===== src/rtl/spi_regfile_responder.sv =====
// SPI mode-0 register-file responder, oversampled in the clk domain.
// Optional macro SPI_SEQOP_EN enables address auto-increment within a burst.
module spi_regfile_responder #(
  parameter int unsigned NUM_REGS    = 22,
  parameter logic [6:0]  DEV_OPCODE  = 7'h20,
  parameter logic [7:0]  RST_VAL     = 8'h00,
  parameter int unsigned SYNC_STAGES = 2
) (
  input  logic                  clk,
  input  logic                  rst,
  input  logic                  sclk_i,
  input  logic                  csn_i,
  input  logic                  mosi_i,
  output logic                  miso_o,
  output logic [NUM_REGS*8-1:0] regs_o,
  output logic                  wr_stb_o,
  output logic [7:0]            wr_addr_o,
  output logic                  busy_o
);

  typedef enum logic [2:0] {StIdle, StOpcode, StAddr, StWrite, StRead, StIgnore} state_e;

  logic [SYNC_STAGES-1:0] sclk_sync_q, sclk_sync_d;
  logic [SYNC_STAGES-1:0] csn_sync_q, csn_sync_d;
  logic [SYNC_STAGES-1:0] mosi_sync_q, mosi_sync_d;
  logic                   sclk_dly_q, sclk_dly_d;
  logic                   sclk_s, csn_s, mosi_s, sclk_rise, sclk_fall;

  state_e                   state_q, state_d;
  logic [2:0]               bit_cnt_q, bit_cnt_d;
  logic [6:0]               rx_q, rx_d;
  logic [7:0]               rx_byte;
  logic [7:0]               tx_q, tx_d;
  logic                     rw_q, rw_d;
  logic [7:0]               addr_q, addr_d;
  logic                     miso_q, miso_d;
  logic                     wr_stb_q, wr_stb_d;
  logic [7:0]               wr_addr_q, wr_addr_d;
  logic [NUM_REGS-1:0][7:0] regs_q, regs_d;

  function automatic logic [7:0] rd_data(input logic [NUM_REGS-1:0][7:0] rf,
                                         input logic [7:0] a);
    rd_data = 8'h00;
    for (int unsigned i = 0; i < NUM_REGS; i++) begin
      if (a == 8'(i)) rd_data = rf[i];
    end
  endfunction

  function automatic logic [7:0] next_addr(input logic [7:0] a);
`ifdef SPI_SEQOP_EN
    next_addr = (a == 8'(NUM_REGS - 1)) ? 8'h00 : a + 8'h01;
`else
    next_addr = a;
`endif
  endfunction

  always_comb begin
    sclk_sync_d = {sclk_sync_q[SYNC_STAGES-2:0], sclk_i};
    csn_sync_d  = {csn_sync_q[SYNC_STAGES-2:0], csn_i};
    mosi_sync_d = {mosi_sync_q[SYNC_STAGES-2:0], mosi_i};
    sclk_s      = sclk_sync_q[SYNC_STAGES-1];
    csn_s       = csn_sync_q[SYNC_STAGES-1];
    mosi_s      = mosi_sync_q[SYNC_STAGES-1];
    sclk_dly_d  = sclk_s;
    sclk_rise   = sclk_s & ~sclk_dly_q;
    sclk_fall   = ~sclk_s & sclk_dly_q;
  end

  always_comb begin
    state_d   = state_q;
    bit_cnt_d = bit_cnt_q;
    rx_d      = rx_q;
    tx_d      = tx_q;
    rw_d      = rw_q;
    addr_d    = addr_q;
    miso_d    = miso_q;
    wr_stb_d  = 1'b0;
    wr_addr_d = wr_addr_q;
    regs_d    = regs_q;
    rx_byte   = {rx_q, mosi_s};

    // csn high takes priority over any coincident sclk event.
    if (csn_s) begin
      state_d   = StIdle;
      bit_cnt_d = 3'd0;
      rx_d      = 7'd0;
      tx_d      = 8'd0;
      miso_d    = 1'b0;
    end else if (state_q == StIdle) begin
      state_d = StOpcode;
    end else begin
      if (sclk_rise) begin
        bit_cnt_d = bit_cnt_q + 3'd1;
        rx_d      = rx_byte[6:0];
        if (bit_cnt_q == 3'd7) begin
          unique case (state_q)
            StOpcode: begin
              rw_d    = rx_byte[0];
              state_d = (rx_byte[7:1] == DEV_OPCODE) ? StAddr : StIgnore;
            end
            StAddr: begin
              addr_d = rx_byte;
              if (rw_q) begin
                state_d = StRead;
                tx_d    = rd_data(regs_q, rx_byte);
              end else begin
                state_d = StWrite;
              end
            end
            StWrite: begin
              for (int unsigned i = 0; i < NUM_REGS; i++) begin
                if (addr_q == 8'(i)) regs_d[i] = rx_byte;
              end
              wr_stb_d  = 1'b1;
              wr_addr_d = addr_q;
              addr_d    = next_addr(addr_q);
            end
            StRead: begin
              addr_d = next_addr(addr_q);
              tx_d   = rd_data(regs_q, next_addr(addr_q));
            end
            default: ;
          endcase
        end
      end
      if (sclk_fall && state_q == StRead) begin
        miso_d = tx_q[7];
        tx_d   = {tx_q[6:0], 1'b0};
      end
    end
  end

  always_ff @(posedge clk or posedge rst) begin
    if (rst) begin
      sclk_sync_q <= '0;
      csn_sync_q  <= '1;
      mosi_sync_q <= '0;
      sclk_dly_q  <= 1'b0;
      state_q     <= StIdle;
      bit_cnt_q   <= 3'd0;
      rx_q        <= 7'd0;
      tx_q        <= 8'd0;
      rw_q        <= 1'b0;
      addr_q      <= 8'd0;
      miso_q      <= 1'b0;
      wr_stb_q    <= 1'b0;
      wr_addr_q   <= 8'd0;
      regs_q      <= {NUM_REGS{RST_VAL}};
    end else begin
      sclk_sync_q <= sclk_sync_d;
      csn_sync_q  <= csn_sync_d;
      mosi_sync_q <= mosi_sync_d;
      sclk_dly_q  <= sclk_dly_d;
      state_q     <= state_d;
      bit_cnt_q   <= bit_cnt_d;
      rx_q        <= rx_d;
      tx_q        <= tx_d;
      rw_q        <= rw_d;
      addr_q      <= addr_d;
      miso_q      <= miso_d;
      wr_stb_q    <= wr_stb_d;
      wr_addr_q   <= wr_addr_d;
      regs_q      <= regs_d;
    end
  end

  assign miso_o    = miso_q;
  assign regs_o    = regs_q;
  assign wr_stb_o  = wr_stb_q;
  assign wr_addr_o = wr_addr_q;
  assign busy_o    = ~csn_s;

endmodule


===== config.mk =====
export PLATFORM = sky130hd
export DESIGN_NAME = spi_regfile_responder
export DESIGN_NICKNAME = d
export VERILOG_FILES = /design/src/rtl/spi_regfile_responder.sv
export SDC_FILE = /design/constraint.sdc
export NUM_CORES = 1
export LEC_CHECK = 0
export ABC_AREA = 1
export CORE_ASPECT_RATIO = 0.9
export CORE_MARGIN = 2
export CORE_UTILIZATION = 40
export CTS_BUF_LIST = sky130_fd_sc_hd__clkbuf_4
export CTS_CLUSTER_DIAMETER = 120
export DETAILED_ROUTE_END_ITERATION = 7
export SKIP_CTS_REPAIR_TIMING = 1
export SLEW_MARGIN = 25
export SYNTH_ARGS = -nofsm -noshare
export SYNTH_HDL_FRONTEND = slang
export SYNTH_SLANG_ARGS = --single-unit

===== constraint.sdc =====
create_clock -name clk -period 9.6 [get_ports clk]
set_input_delay 1.44 -clock clk [delete_from_list [all_inputs] [get_ports clk]]
set_output_delay 1.44 -clock clk [all_outputs]
set_load 0.02 [all_outputs]

==> impl_metrics.toml <==
[status]
status = "finished clean"

[final_layout]
drive_above_1_share_pct = 7.49
layout-area-overhead-vs-synth_pct = 25.7
final_nets = 1791
fillerInstances = 2795
fin_cells = 2192

[power_and_ir_drop]
p_sw_uw = 446
swShare_pct = 25.1
p_clk_share_pct = 44.3
total_power_mw = 1.78
power_leakage_nw = 6.18
fraction_of_power_consumed_by_sequential_logic_pct = 53.2
p_int_mw = 1.33
ir_drop_mv = 0.102
powerDensity_nw_per_um2 = 124
comb_power_share_pct = 2.5

[drt]
num_vias = 11700
drc = 0
firstDrtPassIters = 6
antenna_left = 0
viasPerCell = 5.34
post_drt_wl_per_cell_um = 20.3
wirelength_um = 44400
initialDrtViolationCount = 1395

[setup_path]
worst-path-max-fanout = 16
startpoint_type = "flop"
worst_r2r_startpoint = "rx_q[2]"
worst_path_max_delay_cell = "sky130_fd_sc_hd__clkdlybuf4s50_1"
critical_path_class = "flop to output pin"
reg2reg_setup_slack_ns = 6.20
critPathMaxStageDelay_ns = 0.72
cp_top_family = "buffers and inverters"
required_time_of_the_worst_setup_path_ns = 8.16
worstPathCellList = "inv_1 -> clkdlybuf4s50_1"
start_point_of_the_critical_path = "csn_sync_q[1]"
end_kind = "output pin"
arrival_ns = 2.23
path_buf_inv = 2

[global_routing]
grt_antenna_before_repair = 1
grt_ovf = 0
grt_pass1_vias = 10800
first_pass_grt_wire_length_um = 66900
maximum_number_of_pins_on_one_net_before_global_route_repair = 112
globalRouteTotalUtil_pct = 29.9

[floorplan]
floorplan.initialDensity_pct = 40.8
area_of_the_placeable_core_um2 = 28000
die_x_um = 182
die_area_um2 = 29900
rows = 58
dieHeight_um = 164
io-pin-count = 192

[logic_synthesis]
post_synth_inst_count = 1575
synth_flop_cell = "sky130_fd_sc_hd__dfrtp_1"
ys_async_sr_fraction_pct = 100
synth-seq-cells = 223
synth_area_per_cell_um2 = 7.25
post-synth-top-area-cell = "sky130_fd_sc_hd__dfrtp_1"
synth.most_common_cell = "sky130_fd_sc_hd__nand2_1"
yosysTopAreaCellShare_pct = 48.4
yosys.cell_types.count = 33
post_synthesis_net_count = 1582
yosys-top-cells-count = "sky130_fd_sc_hd__nand2_1 (569), sky130_fd_sc_hd__dfrtp_1 (221), sky130_fd_sc_hd__o21ai_0 (221)"
post_synth_instance_area_um2 = 11400
synth_area_leaders = "sky130_fd_sc_hd__dfrtp_1 (48%), sky130_fd_sc_hd__nand2_1 (19%), sky130_fd_sc_hd__o21ai_0 (9.7%), sky130_fd_sc_hd__nor2_1 (4.9%), sky130_fd_sc_hd__inv_1 (4.5%)"
seq_area_frac_synth_pct = 48.9
post_synth_edffs = 0
yosysWarningCount = 0

[cts]
cts_tree = "built"
number_of_buffers_inserted_during_clock_tree_synthesis = 59
cts_root_buf = "sky130_fd_sc_hd__clkbuf_4"
cts.sinks = 223
clk_transition_reported_paths_ns = 0.06
clock_tree.htree_level_count = 2
worstSkewPairLatency_ns = 0.71
clock_tree.buffer_depth = 3

[placement]
portBuffers = 191
globalplace.congestion = 0.978
dp_hpwl_um = 32000
post-place-cells = 2083
dp_slack_ns = 5.47

[hold_path]
worst_hold_path_startpoint = "sclk_sync_q[0]"
worst_hold_path_type = "flop to flop"

[sta]
rsz_0062_raised_after_global_routing = "no"
slew_violations = 0
clock_skew_ns = 0.0418
setup_viol_count_final = 0
fin_crit_sh_pct = 38.3
max_clock_freq_mhz = 272
timing_worst_slew_pin_value_ns = 0.904
totalNegativeSetupSlack_ns = 0
finalCriticalPeriod_ns = 3.67
max-slew-margin-rel_pct = 39.4
timing_hold_violations_final = 0
setup_slack_ns = 5.93

[job]
drv.max_cap_violation_count = 0
final timing paths:
check | to | cells past startpoint
worst max-delay path | busy_o | 2
worst min register to register | sclk_sync_q[1] | 0
worst max register to register | tx_q[4] | 14
worst min-delay path | sclk_sync_q[1] | 0
max in group asynchronous | regs_o[15] | 4
min in group asynchronous | regs_o[76] | 2
routing by layer:
metal	GRT usage, %	vias up	share of wire (%)
met5	0	-	0
met4	8.21	0	2.1
met3	6.10	68	8.7
met2	44.8	550	44
met1	43.9	5559	45
li1	-	5538	-
state kept, by name, summed over array words and instances, names as in the netlist, 2 cells and up:
name,flops
addr_q,8
bit_cnt_q,3
csn_sync_q,2
mosi_sync_q,2
regs_o,176
rx_q,7
sclk_sync_q,2
state_q,3
tx_q,8
wr_addr_o,8
logic make-up after synthesis:
| family | synth area share [%] |
|---|---|
| flops | 48.9 |
| compound gates | 11.7 |
| fa+ha+maj | 0.219 |
| simple gates | 32.6 |
| buf+inv | 6.64 |
worst register-to-register path: cells and delay by family, from the launching register on:
family	cells	cell delay [ns]
AND/OR/NAND/NOR	12	2.05
buffers and inverters	1	0.56
flip-flops	1	0.45
AO/OA/AOI/OAI	1	0.27
placed cells by master, fill, tap and decap left out, drive strengths merged, types with 2 or more instances in the layout:
cell type / netlist / final
dfstp: 2 / 2
nand4: 60 / 60
ha: 2 / 2
a21oi: 34 / 34
buf: 5 / 7
nand3: 60 / 60
clkinv: 0 / 25
diode: 0 / 4
nor3: 16 / 16
inv: 148 / 148
nand2: 572 / 572
a21boi: 2 / 2
clkdlybuf4s50: 0 / 191
dfrtp: 221 / 221
clkbuf: 45 / 79
nor2: 164 / 164
o21ai: 225 / 225
or2: 13 / 13
power by group through the flow:
stage	combinational, mW	clock, mW	sequential, mW
2_1_floorplan	0.0284	0	0.963
3_3_place_gp	0.0439	0	0.963
3_5_place_dp	0.0448	0	0.963
4_1_cts	0.0448	0.805	0.946
5_1_grt	0.0505	0.860	0.946
6_report	0.0439	0.788	0.946
final cells by class:
cell class | instances | area (um2) | share of cell area (%)
Sequential cell | 223 | 5580 | 38.9
Multi-Input combinational cell | 1154 | 5080 | 35.4
Timing Repair Buffer | 198 | 1960 | 13.7
Clock buffer | 79 | 593 | 4.13
Inverter | 148 | 563 | 3.92
Tap cell | 360 | 450 | 3.14
Clock inverter | 26 | 106 | 0.741
Antenna cell | 4 | 10.0 | 0.0697
stage by stage:
stage	instance area (um2)	hold slack, ns	util [%]
5_1_grt	14400	0.359	51.2
2_1_floorplan	11400	0.331	-
3_5_place_dp	13600	0.336	48.7
4_1_cts	14300	0.350	51.2
3_3_place_gp	13600	0.333	48.7
6_report	14400	0.349	51.2
(Power assumes the default switching activity.)
